===== config.mk =====
export PLATFORM = sky130hd
export DESIGN_NAME = hamming_enc_sched
export DESIGN_NICKNAME = d
export VERILOG_FILES = /design/src/rtl/hamming_pkg.sv /design/src/rtl/hamming_rr_pick.sv /design/src/rtl/hamming_enc_sched.sv
export SDC_FILE = /design/constraint.sdc
export NUM_CORES = 1
export LEC_CHECK = 0
export ABC_AREA = 1
export BUFFER_PORTS_ARGS = -buffer_cell sky130_fd_sc_hd__buf_2
export CAP_MARGIN = 20
export CORE_ASPECT_RATIO = 0.75
export CORE_MARGIN = 2
export CORE_UTILIZATION = 44
export DETAILED_ROUTE_END_ITERATION = 8
export PLACE_DENSITY = 0.76
export SYNTH_ARGS = -nofsm -noshare
export SYNTH_HDL_FRONTEND = slang
export SYNTH_SLANG_ARGS = --single-unit

===== constraint.sdc =====
create_clock -name clk -period 2.18 [get_ports clk]
set_input_delay 0.109 -clock clk [delete_from_list [all_inputs] [get_ports clk]]
set_output_delay 0.109 -clock clk [all_outputs]
set_load 0.01 [all_outputs]

===== src/rtl/hamming_pkg.sv =====
// Shared types and constants for the Hamming(7,4) encoder scheduler.
// Serial data order: nibble bit 0 is sent first.
// Codeword layout: {d3,d2,d1,d0,p2,p1,p0}.
package hamming_pkg;

    typedef enum logic [1:0] {
        ST_IDLE  = 2'd0,
        ST_SHIFT = 2'd1,
        ST_WAIT  = 2'd2,
        ST_RESP  = 2'd3
    } sched_state_t;

    localparam int unsigned HAM_DATA_W   = 4;
    localparam int unsigned HAM_CODE_W   = 7;
    localparam int unsigned HAM_PAR_W    = HAM_CODE_W - HAM_DATA_W;
    // Data bits sit above the parity bits in the codeword.
    localparam int unsigned HAM_DATA_LSB = HAM_PAR_W;
    localparam int unsigned HAM_P0_POS   = 0;
    localparam int unsigned HAM_P1_POS   = 1;
    localparam int unsigned HAM_P2_POS   = 2;

    // Reference encoder for benches; the scheduler never computes parity itself.
    function automatic logic [HAM_CODE_W-1:0] hamming74_encode(input logic [HAM_DATA_W-1:0] d);
        logic [HAM_CODE_W-1:0] c;
        c = '0;
        c[HAM_DATA_LSB +: HAM_DATA_W] = d;
        c[HAM_P0_POS] = d[0] ^ d[1] ^ d[2];
        c[HAM_P1_POS] = d[0] ^ d[2] ^ d[3];
        c[HAM_P2_POS] = d[1] ^ d[2] ^ d[3];
        return c;
    endfunction

endpackage


===== src/rtl/hamming_rr_pick.sv =====
// Combinational round-robin picker: rotate the request vector so that the
// pointer position is bit 0, take the lowest set bit, then map back.
module hamming_rr_pick
    import hamming_pkg::*;
#(
    parameter int unsigned NREQ = 4,
    parameter int unsigned IDW  = $clog2(NREQ)
) (
    input  logic [NREQ-1:0] valid,
    input  logic [IDW-1:0]  ptr,
    output logic [NREQ-1:0] grant_onehot,
    output logic [IDW-1:0]  grant_idx,
    output logic            any
);

    logic [2*NREQ-1:0] w_dbl;
    logic [NREQ-1:0]   w_rot;
    logic [IDW-1:0]    w_k;
    logic              w_found;
    logic [IDW:0]      w_sum;

    // Rotate, priority-encode the lowest requester, unrotate modulo NREQ.
    always_comb begin
        w_dbl   = {valid, valid} >> ptr;
        w_rot   = w_dbl[NREQ-1:0];
        w_k     = '0;
        w_found = 1'b0;
        for (int unsigned k = 0; k < NREQ; k++) begin
            if (w_rot[k] && !w_found) begin
                w_found = 1'b1;
                w_k     = IDW'(k);
            end
        end
        w_sum = {1'b0, ptr} + {1'b0, w_k};
        if (w_sum >= (IDW+1)'(NREQ)) begin
            w_sum = w_sum - (IDW+1)'(NREQ);
        end
        any          = |valid;
        grant_idx    = any ? w_sum[IDW-1:0] : '0;
        grant_onehot = any ? ({{(NREQ-1){1'b0}}, 1'b1} << grant_idx) : '0;
    end

endmodule


===== src/rtl/hamming_enc_sched.sv =====
// Round-robin scheduler sharing one serial Hamming(7,4) encoder among NREQ
// requesters. One transaction in flight: grant, shift 4 bits LSB-first,
// wait for the codeword (with timeout), then hold it on a valid/ready port.
module hamming_enc_sched
    import hamming_pkg::*;
#(
    parameter int unsigned NREQ    = 4,
    parameter int unsigned TIMEOUT = 8,
    localparam int unsigned IDW    = $clog2(NREQ)
) (
    input  logic                  clk,
    input  logic                  rst,
    input  logic [NREQ-1:0]       req_valid,
    input  logic [4*NREQ-1:0]     req_data,
    output logic [NREQ-1:0]       req_ready,
    input  logic                  enc_ready,
    output logic                  enc_start,
    output logic                  enc_din,
    input  logic                  enc_done,
    input  logic [HAM_CODE_W-1:0] enc_dout,
    output logic                  rsp_valid,
    input  logic                  rsp_ready,
    output logic [IDW-1:0]        rsp_id,
    output logic [HAM_CODE_W-1:0] rsp_code,
    output logic                  err_timeout
);

    localparam logic [3:0] WLIM = 4'(TIMEOUT - 1);

    sched_state_t          r_state;
    sched_state_t          w_state_nxt;
    logic [IDW-1:0]        r_ptr;
    logic [IDW-1:0]        r_id;
    logic [IDW-1:0]        r_rsp_id;
    logic [1:0]            r_cnt;
    logic [3:0]            r_wcnt;
    logic [HAM_DATA_W-1:0] r_nib;
    logic [HAM_CODE_W-1:0] r_rsp_code;
    logic                  r_err;

    logic [NREQ-1:0]       w_grant_oh;
    logic [IDW-1:0]        w_grant_idx;
    logic                  w_any;
    logic                  w_grant;
    logic [IDW-1:0]        w_ptr_nxt;

    hamming_rr_pick #(
        .NREQ (NREQ),
        .IDW  (IDW)
    ) u_pick (
        .valid        (req_valid),
        .ptr          (r_ptr),
        .grant_onehot (w_grant_oh),
        .grant_idx    (w_grant_idx),
        .any          (w_any)
    );

    assign w_grant     = (r_state == ST_IDLE) && enc_ready && w_any && !rst;
    assign w_ptr_nxt   = (w_grant_idx == IDW'(NREQ - 1)) ? '0 : w_grant_idx + 1'b1;
    assign rsp_id      = r_rsp_id;
    assign rsp_code    = r_rsp_code;
    assign err_timeout = r_err;

    // State register.
    always_ff @(posedge clk) begin
        if (rst) begin
            r_state <= ST_IDLE;
        end else begin
            r_state <= w_state_nxt;
        end
    end

    // Next-state decode and handshake/encoder outputs.
    always_comb begin
        w_state_nxt = r_state;
        req_ready   = '0;
        enc_start   = 1'b0;
        enc_din     = 1'b0;
        rsp_valid   = 1'b0;
        case (r_state)
            ST_IDLE: begin
                if (w_grant) begin
                    req_ready   = w_grant_oh;
                    enc_start   = 1'b1;
                    w_state_nxt = ST_SHIFT;
                end
            end
            ST_SHIFT: begin
                enc_din = r_nib[r_cnt];
                if (r_cnt == 2'd3) begin
                    w_state_nxt = ST_WAIT;
                end
            end
            ST_WAIT: begin
                // done takes priority over an expiring wait counter
                if (enc_done) begin
                    w_state_nxt = ST_RESP;
                end else if (r_wcnt == WLIM) begin
                    w_state_nxt = ST_IDLE;
                end
            end
            ST_RESP: begin
                rsp_valid = 1'b1;
                if (rsp_ready) begin
                    w_state_nxt = ST_IDLE;
                end
            end
            default: w_state_nxt = ST_IDLE;
        endcase
    end

    // Datapath: latch nibble/id, bit and wait counters, response capture, timeout pulse.
    always_ff @(posedge clk) begin
        if (rst) begin
            r_ptr      <= '0;
            r_id       <= '0;
            r_rsp_id   <= '0;
            r_cnt      <= '0;
            r_wcnt     <= '0;
            r_nib      <= '0;
            r_rsp_code <= '0;
            r_err      <= 1'b0;
        end else begin
            r_err <= 1'b0;
            case (r_state)
                ST_IDLE: begin
                    if (w_grant) begin
                        r_nib <= req_data[{w_grant_idx, 2'b00} +: HAM_DATA_W];
                        r_id  <= w_grant_idx;
                        r_ptr <= w_ptr_nxt;
                        r_cnt <= '0;
                    end
                end
                ST_SHIFT: begin
                    r_cnt <= r_cnt + 2'd1;
                    if (r_cnt == 2'd3) begin
                        r_wcnt <= '0;
                    end
                end
                ST_WAIT: begin
                    if (enc_done) begin
                        r_rsp_code <= enc_dout;
                        r_rsp_id   <= r_id;
                    end else if (r_wcnt == WLIM) begin
                        r_err <= 1'b1;
                    end else begin
                        r_wcnt <= r_wcnt + 4'd1;
                    end
                end
                default: begin
                end
            endcase
        end
    end

endmodule


==> results of run 1 <==
-- kinds of logic (layout without fill, tap and decap cells) --
family,count (synthesis),in the layout
AO/OA/AOI/OAI,38,38
flip-flops,26,26
XOR/XNOR,2,2
buffers and inverters,36,90
AND/OR/NAND/NOR,117,117
adder cells (fa/ha/maj),7,7
-- path summary, 6_finish.rpt --
| kind | depth (start not counted) | endpoint |
|---|---|---|
| max reg2reg | 15 | r_ptr[1]$_SDFFE_PP0P_ |
| min | 2 | err_timeout$_SDFF_PP0_ |
| min reg2reg | 2 | r_nib[3]$_SDFFE_PP0P_ |
| max | 16 | req_ready[0] |
-- power breakdown --
part,internal (mW),switching [mW]
Sequential,0.580,0.0807
Clock,0.161,0.144
Combinational,0.458,0.683
-- sequential cells by signal (all words and copies together), names as in the netlist --
signal and cells:
rsp_code 7, r_ptr 2, r_id 2, rsp_id 2, r_cnt 2, r_state 2, err_timeout 1, r_wcnt 4
r_nib 4
-- cells in the final DEF (no fill, tap or decap), types with 4 or more instances in the layout --
master,instances
a21oi_1,11
buf_2,48
buf_4,5
clkbuf_8,4
dfxtp_1,24
inv_1,23
inv_2,5
nand2_1,39
nand2_2,8
nand3_1,18
nand3_2,6
nor2_1,29
o21ai_0,19
or2_1,4
-- layout make-up --
cell class,count,area share
clock buffer,4,0.02704
inverter,31,0.06208
multi-input combinational,164,0.4794
sequential,26,0.2594
tap,40,0.02459
timing repair buffer,55,0.1475
-- routing by layer --
layer,vias to the layer above,routed length (um),global-route usage
met5,-,0,0
met4,0,23,0.03774
met3,4,156,0.03261
met2,33,1578,0.3165
met1,708,1798,0.2560
li1,835,-,-
-- per-stage QoR --
| step | hold slack, ns | setup slack (ns) | setup TNS [ns] |
|---|---|---|---|
| final | 0.01586 | -0.1242 | -0.4062 |
| after global routing | 0.01707 | -0.2580 | -1.033 |
| after CTS | 0.008211 | -0.1521 | -0.5349 |
| after detailed placement | 0.2956 | -0.1262 | -0.1839 |
| after global placement | 0.2939 | -0.006366 | -0.006366 |
| after floorplan | 0.1871 | 0.05113 | 0 |
-- timing repair --
item,CTS,global route
hold buffers,0,0
endpoints found under the setup margin,5,6
buffers inserted,1,1
endpoints found under the hold margin,0,0
pin swaps,8,8
gates resized for setup,21,16
==> summary.txt, run 1 <==
CP Capture Type -> output port
critical path, cell by cell -> inv_6, nand2_2, nand3_2, nand2_2, nand3_2, a21boi_2, ha_2, xnor2_2, nand3_2, nand2_4, nand2_4, buf_6, ha_4, inv_2, nor2_1, buf_2
Initial DRT Pass Iterations -> 5
CTS tree -> built
first-pass GRT wire length -> 5.844 mm
Core Area -> 3311 sq um
Hold Startpoint -> enc_done
Cell variety after synth -> 32
Critical Path Max Stage Delay -> 0.40 ns
Hold Crit Class -> in -> reg
total grt overflow -> 0
DR vias -> 1580
CTS max path bufs -> 2
fmax -> 434.0 MHz
# IOs -> 49
Clock Root Buffer -> clkbuf_8
top-count cell post-synth -> nand2_1
Placer Congestion -> 0.7931
Final Core Density -> 0.6149
placement row count -> 18
Power Total -> 2.106 mW
Clock Skews -> 0.001690 ns
FF-to-FF Start -> r_ptr[0]$_SDFFE_PP0P_
simple-gate share of the synthesized area -> 0.3686
Final Cycle Share -> 1.057
Buffers on Ports -> 48
H-tree levels -> 1
RSZ-0062 raised after global routing -> yes
required time of the critical path -> 2.07 ns
final hold viol count -> 0
Initial Util -> 0.4645
synthesized flop and latch total -> 26
synth warn -> 0
clock latency on the worst-skew pair -> 0.27 ns
Synthesized Nets -> 265
status -> complete, but fails checks
Period minus WS final -> 2.304 ns
register-to-register path setup slack -> 0.09 ns
multiplexer share of the synthesized area -> 0
top_reg_cell synth -> dfxtp_1
Critical Path AT -> 2.20 ns
Reg area -> 528.0 sq um
adder-cell area share of the yosys netlist -> 0.05696
Final nets -> 320
CP Launch Point -> r_ptr[0]$_SDFFE_PP0P_
cts bufs inserted -> 3
clock slew at reported path FFs -> 0.08 ns
Post-synth top cells -> nand2_1, nor2_1, inv_1
cell mode on critical path -> nand3_2
sequential cell area fraction in the yosys report -> 0.3385
post-synthesis average cell area -> 6.804 sq um
Post-synth EDFFs -> 0
gate count after technology mapping -> 226
HPWL Detailed -> 2.604 mm
Mapped Area -> 1538 sq um
startpoint types -> register
total clock sinks -> 26
drt via density -> 4.938
fin cells -> 320
Cell Area, Placed -> 1842 sq um
count of pins over their slew limit -> 0
Yosys top cell by area -> dfxtp_1
n_diodes -> 0
routed len/inst -> 11.11 um
final routed DRC violation total -> 0
placed cell count -> 314
CP max-delay cell -> dfxtp_4
Async S/R FF share, synth -> 0
die area -> 3988 sq um
number of global-route vias before repair -> 1372
buffer and inverter count on the worst path -> 4
fillers -> 301
chip width -> 72.26 um
Multi-input gate area -> 975.9 sq um
antenna viol nets, final -> 0
Setup CP Type -> reg -> out
Compound-Gate Fraction of Synth Area -> 0.1334
failing checks -> negative setup slack
worst-margin pin slew -> 0.4439 ns
Area Growth Syn to Fin -> 32.38%
layout cell share with drive strength beyond 1 -> 0.3536
slew margin rel. -> 0.7009
peak supply drop -> 0.7654 mV
pin count of the biggest net entering global routing -> 20
top cell type's share of synthesized area -> 0.3385
Total Routed Length -> 3.555 mm
family with the most delay on the worst path -> simple AND/OR/NAND/NOR gates
largest family of logic cells by synthesized area -> simple AND/OR/NAND/NOR gates
design area -> 2036 sq um
xor-xnor portion of the synthesized cell area -> 0.01139
total track usage -> 0.1875
initial antenna violation count -> 0
most area-consuming cells after synthesis -> dfxtp_1, nand2_1, nand3_1
Final setup viols -> 4
DR iter-0 viols -> 72
PD cells -> 1035 nW/um^2
fin worst setup slack -> -0.1242 ns
LEAKAGE -> 0.9981 nW
Worst Path Max Fanout -> 6
chip height -> 55.20 um
Max-Cap Viols -> 0
Note: power is estimated with default switching activity, not from simulation.
==> run 2: changes to the inputs <==
- SYNTH_HIERARCHICAL: unset -> 1
==> run 2 against run 1 <==
The flow still finishes with violations (negative setup slack). Combinational power rose by 32%. Setup slack improved by 0.061 ns. Via count rose by 8.5%. Critical endpoint is now req_ready[1].
==> summary.txt, run 2 <==
status -> complete, but fails checks
failing checks -> negative setup slack
Critical Path Max Stage Delay -> 0.41 ns
placement row count -> 18
Initial DRT Pass Iterations -> 4
top cell type's share of synthesized area -> 0.3278
Async S/R FF share, synth -> 0
total clock sinks -> 26
most area-consuming cells after synthesis -> dfxtp_1, nand2_1, nor2_1
PD cells -> 1198 nW/um^2
gate count after technology mapping -> 250
synthesized flop and latch total -> 26
met2 Use GR -> 0.3295
Setup CP Type -> reg -> out
post-synthesis average cell area -> 6.351 sq um
met1 usage -> 0.2889
Reg area -> 528.0 sq um
Critical Path AT -> 2.13 ns
LEAKAGE -> 1.074 nW
Max-Cap Viols -> 0
Hold Startpoint -> enc_done
die area -> 4110 sq um
worst-margin pin slew -> 0.3893 ns
initial antenna violation count -> 0
Final nets -> 345
number of global-route vias before repair -> 1606
Buffers on Ports -> 48
FF-to-FF Start -> r_ptr[0]$_SDFFE_PP0P_
synth warn -> 6
Cell variety after synth -> 26
final hold viol count -> 0
max FFs per register -> 7
Mapped Area -> 1588 sq um
Hold Path End -> err_timeout$_SDFF_PP0_
H-tree levels -> 1
met3 Usage GRT -> 0.03986
DR iter-0 viols -> 64
antenna viol nets, final -> 0
routed len/inst -> 11.43 um
most frequent cells in the layout -> nand2_1, buf_2, nor2_1
Final setup viols -> 6
clock slew at reported path FFs -> 0.09 ns
Worst Path Max Fanout -> 6
Clock Root Buffer -> clkbuf_8
Area Growth Syn to Fin -> 36.17%
DR vias -> 1715
required time of the critical path -> 2.07 ns
HPWL Detailed -> 2.682 mm
Cell Area, Placed -> 1892 sq um
Yosys top cell by area -> dfxtp_1
total track usage -> 0.2076
drt via density -> 4.928
worst reg2reg path endpoint -> r_ptr[0]$_SDFFE_PP0P_
fillers -> 278
total grt overflow -> 0
Hold Crit Class -> in -> reg
commonest non-fill, non-tap cell in the layout -> nand2_1
layout cell share with drive strength beyond 1 -> 0.3766
Hold Path Cell Cnt -> 2
GRT busiest layer -> met2
startpoint types -> register
CP Launch Point -> r_ptr[0]$_SDFFE_PP0P_
chip width -> 73.37 um
Final Cycle Share -> 1.029
slew margin rel. -> 0.7402
final routed DRC violation total -> 0
critical path, cell by cell -> inv_6, nand2_4, nand3_2, nand2_2, nand3_2, a21boi_2, ha_2, xnor2_2, inv_1, nand2_4, nand2_2, nor2_1, inv_1, nor2_1, buf_2
CP Capture Type -> output port
RSZ-0062 raised after global routing -> yes
CP max-delay cell -> dfxtp_4
design area -> 2162 sq um
Initial Util -> 0.4700
CTS tree -> built
clock latency on the worst-skew pair -> 0.27 ns
buffer and inverter count on the worst path -> 4
Placer Congestion -> 0.8069
family with the most delay on the worst path -> simple AND/OR/NAND/NOR gates
fmax -> 445.8 MHz
Worst R2R Path Depth -> 17
pin count of the biggest net entering global routing -> 18
n_diodes -> 0
fin worst setup slack -> -0.06336 ns
# IOs -> 49
Synthesized Nets -> 286
Post-CTS Hold Fix Bufs -> 0
sequential cell area fraction in the yosys report -> 0.3278
cts bufs inserted -> 3
top-count cell post-synth -> nand2_1
count of pins over their slew limit -> 0
final setup TNS -> -0.2270 ns
Post-synth EDFFs -> 0
Post-synth top cells -> nand2_1, nor2_1, dfxtp_1, inv_1, nand3_1
register-to-register path setup slack -> -0.02 ns
CTS max path bufs -> 2
Total Routed Length -> 3.977 mm
first-pass GRT wire length -> 6.900 mm
Clock Skews -> 0.003343 ns
peak supply drop -> 0.5574 mV
top_reg_cell synth -> dfxtp_1
Core Area -> 3378 sq um
chip height -> 56.03 um
Period minus WS final -> 2.243 ns
Multi-input gate area -> 1035 sq um
==> run 2: cell count changes after synthesis, moves of 3 or more <==
cell	before	now
o21ai_0	19	14
a21oi_1	11	18
nor2_2	3	0
nand2_1	46	72
or2_1	4	0
o22ai_1	0	4
ha_1	7	4
buf_2	1	4
nand3_2	1	4
==> run 2: worst max path at each step <==
stage	endpoint	slack [ns]	cells past startpoint
6_report	req_ready[1]	-0.06	15
5_1_grt	req_ready[2]	-0.20	14
4_1_cts	req_ready[2]	-0.0003	14
3_5_place_dp	r_nib[2]$_SDFFE_PP0P_	-0.05	17
3_3_place_gp	r_nib[2]$_SDFFE_PP0P_	0.03	17
2_1_floorplan	r_ptr[1]$_SDFFE_PP0P_	0.04	13
==> run 2: power breakdown <==
group / internal, mW / switching (mW) / total, mW / leakage, nW
sequential: 0.583 / 0.104 / 0.686 / 0.213
clock: 0.246 / 0.154 / 0.400 / 0.0357
combinational: 0.616 / 0.887 / 1.50 / 0.825
==> run 2: cell type report <==
type                            count  area share
Clock inverter                      1     0.01389
Clock buffer                        3     0.01910
Multi-Input combinational cell    184      0.4786
Sequential cell                    26      0.2442
Inverter                           33     0.06134
Tap cell                           40     0.02315
Timing Repair Buffer               61      0.1597
==> run 2: routing by layer <==
metal / vias up / part of all wire
met5: - / 0
met3: 4 / 0.054
met2: 41 / 0.46
met4: 0 / 0.0068
met1: 760 / 0.48
li1: 910 / -
==> run 2: kinds of logic after synthesis <==
family                   count (synthesis)  synth area share
flip-flops                              26            0.3278
buffers and inverters                   40            0.1079
AND/OR/NAND/NOR                        139            0.3877
adder cells (fa/ha/maj)                  4           0.03152
AO/OA/AOI/OAI                           40            0.1395
XOR/XNOR                                 1          0.005517
==> run 2: timing repair <==
item                       in CTS  in global routing
setup endpoints to repair      10                 11
resized for setup              18                 34
setup buffers                   4                  1
pin swaps                       8                 12
==> run 2: metrics by stage <==
| stage | total power, mW | std cells | utilization | setup slack [ns] | hold slack [ns] |
|---|---|---|---|---|---|
| 6_report | 2.589 | 348 | 0.6400 | -0.06336 | 0.03349 |
| 5_1_grt | 2.834 | 348 | 0.6400 | -0.2010 | 0.02176 |
| 3_5_place_dp | 1.846 | 339 | 0.5600 | -0.05189 | 0.3241 |
| 4_1_cts | 2.375 | 347 | 0.6074 | -0.0003073 | 0.02752 |
| 3_3_place_gp | 1.828 | 339 | 0.5600 | 0.02818 | 0.3276 |
| 2_1_floorplan | 1.535 | 250 | - | 0.03623 | 0.1877 |
==> run 3: changes to the inputs <==
- PLACE_DENSITY: 0.76 -> 0.73
- clock period: 2.18 -> 2.85 ns (I/O delays scaled with it)
==> run 3 against run 2 <==
The flow now finishes without violations. Clock-buffer cell count did not move. Clock power fell by 24%. Final area fell by 12%. Non-clock buffer count fell by 12. Critical path type is now reg -> reg. Critical endpoint is now r_nib[0]$_SDFFE_PP0P_. Largest cell class unchanged. Largest power group unchanged. Highest routed layer unchanged.
==> summary.txt, run 3 (synthesis results as in run 2) <==
status -> completed
initial antenna violation count -> 0
Worst Path Max Fanout -> 7
HPWL Detailed -> 2.675 mm
Critical Path Max Stage Delay -> 0.46 ns
peak supply drop -> 0.4323 mV
total track usage -> 0.1817
Clock Skews -> 0.0009831 ns
CP max-delay cell -> dfxtp_1
final routed DRC violation total -> 0
pin count of the biggest net entering global routing -> 18
CP Capture Type -> register
final hold viol count -> 0
Initial Util -> 0.4700
fmax -> 387.3 MHz
final setup TNS -> 0 ns
post-CTS resize count -> 0
Power Total -> 1.656 mW
antenna viol nets, final -> 0
DR iter-0 viols -> 83
Total Routed Length -> 3.482 mm
critical path, cell by cell -> inv_2, nand2_1, nand3_1, nand2_1, nand3_1, a21boi_0, ha_1, xnor2_1, nand3_2, a21oi_1, inv_1, o21ai_0, o22ai_1, nand2_1, nand2_1
most frequent cells in the layout -> nand2_1, buf_2, nor2_1
setup repair bufs after CTS -> 0
cell mode on critical path -> nand2_1
Final Core Density -> 0.5656
routed len/inst -> 10.36 um
layout cell share with drive strength beyond 1 -> 0.2466
first-pass GRT wire length -> 6.237 mm
buffer and inverter count on the worst path -> 2
Placer Congestion -> 0.8855
LEAKAGE -> 0.9745 nW
max FFs per register -> 7
worst-margin pin slew -> 0.4657 ns
cts bufs inserted -> 3
Post-CTS Hold Fix Bufs -> 0
drt via density -> 4.896
die area -> 4110 sq um
Cell Area, Placed -> 1839 sq um
Buffers on Ports -> 48
startpoint types -> register
PD cells -> 866.9 nW/um^2
slew margin rel. -> 0.6895
family with the most delay on the worst path -> compound AO/OA/AOI/OAI gates
number of global-route vias before repair -> 1487
Initial DRT Pass Iterations -> 4
clock latency on the worst-skew pair -> 0.27 ns
total grt overflow -> 0
count of pins over their slew limit -> 0
Final setup viols -> 0
Critical Path AT -> 2.76 ns
Setup CP Type -> reg -> reg
Final nets -> 333
CTS max path bufs -> 2
Clock Root Buffer -> clkbuf_8
placement row count -> 18
RSZ-0062 raised after global routing -> no
total clock sinks -> 26
Area Growth Syn to Fin -> 20.33%
# IOs -> 49
commonest non-fill, non-tap cell in the layout -> nand2_1
CTS tree -> built
n_diodes -> 0
Final Cycle Share -> 0.9059
design area -> 1911 sq um
Min Hold Slack -> 0.07410 ns
DR vias -> 1645
Core Area -> 3378 sq um
Max-Cap Viols -> 0
clock slew at reported path FFs -> 0.09 ns
H-tree levels -> 1
Hold Crit Class -> in -> reg
required time of the critical path -> 3.02 ns
chip width -> 73.37 um
chip height -> 56.03 um
Period minus WS final -> 2.582 ns
run 3: changes by cell type in the layout (fill, tap and decap cells not counted), moves of 6 or more:
cell     before  now
nand3_2      12    4
nand2_1      63   72
nand2_2      10    4
o21ai_0       7   14
nand3_1      14   22
buf_4        11    1
run 3: stage by stage:
step	instances	setup WS [ns]
after floorplan	250	0.7062
after global placement	332	0.4756
after detailed placement	332	0.3174
after CTS	336	0.3063
after global routing	336	0.01918
final	336	0.2681
run 3: worst register-to-register path: stages (launching register included):
cell      delay, ns
dfxtp_1        0.46
inv_2          0.09
nand2_1        0.09
nand3_1        0.06
nand2_1        0.11
nand3_1        0.08
a21boi_0       0.18
ha_1           0.19
xnor2_1        0.15
nand3_2        0.15
a21oi_1        0.43
inv_1          0.20
o21ai_0        0.12
o22ai_1        0.09
nand2_1        0.06
nand2_1        0.04
run 3: area by class of cell:
| class | count | area (sq um) |
|---|---|---|
| well taps | 40 | 50.05 |
| inverters | 33 | 125.1 |
| clock buffers | 3 | 41.29 |
| repair buffers | 49 | 247.7 |
| fillers | 347 | 1468 |
| flip-flops and latches | 26 | 520.5 |
| multi-input cells | 184 | 895.9 |
| clock inverters | 1 | 30.03 |
run 3: power breakdown:
| group | internal, mW | total, mW | switching (mW) |
|---|---|---|---|
| Sequential | 0.441 | 0.517 | 0.0757 |
| Clock | 0.188 | 0.304 | 0.116 |
| Combinational | 0.300 | 0.835 | 0.535 |
| Total | 0.930 | 1.66 | 0.727 |
run 3: worst paths after layout:
path / slack, ns / start / endpoint / cells after the start
worst max-delay path: 0.27 / r_ptr[0]$_SDFFE_PP0P_ / r_nib[0]$_SDFFE_PP0P_ / 15
worst min-delay path: 0.07 / enc_done / err_timeout$_SDFF_PP0_ / 2
worst max register to register: 0.27 / r_ptr[0]$_SDFFE_PP0P_ / r_nib[0]$_SDFFE_PP0P_ / 15
worst min register to register: 0.47 / rsp_code[1]$_SDFFE_PP0P_ / rsp_code[1]$_SDFFE_PP0P_ / 2
run 3: metal layers:
metal,track usage,up-vias,part of all wire
li1,-,888,-
met1,0.2718,706,0.53
met2,0.2625,46,0.39
met3,0.05254,5,0.076
met4,0.02597,0,0.0049
met5,0,-,0
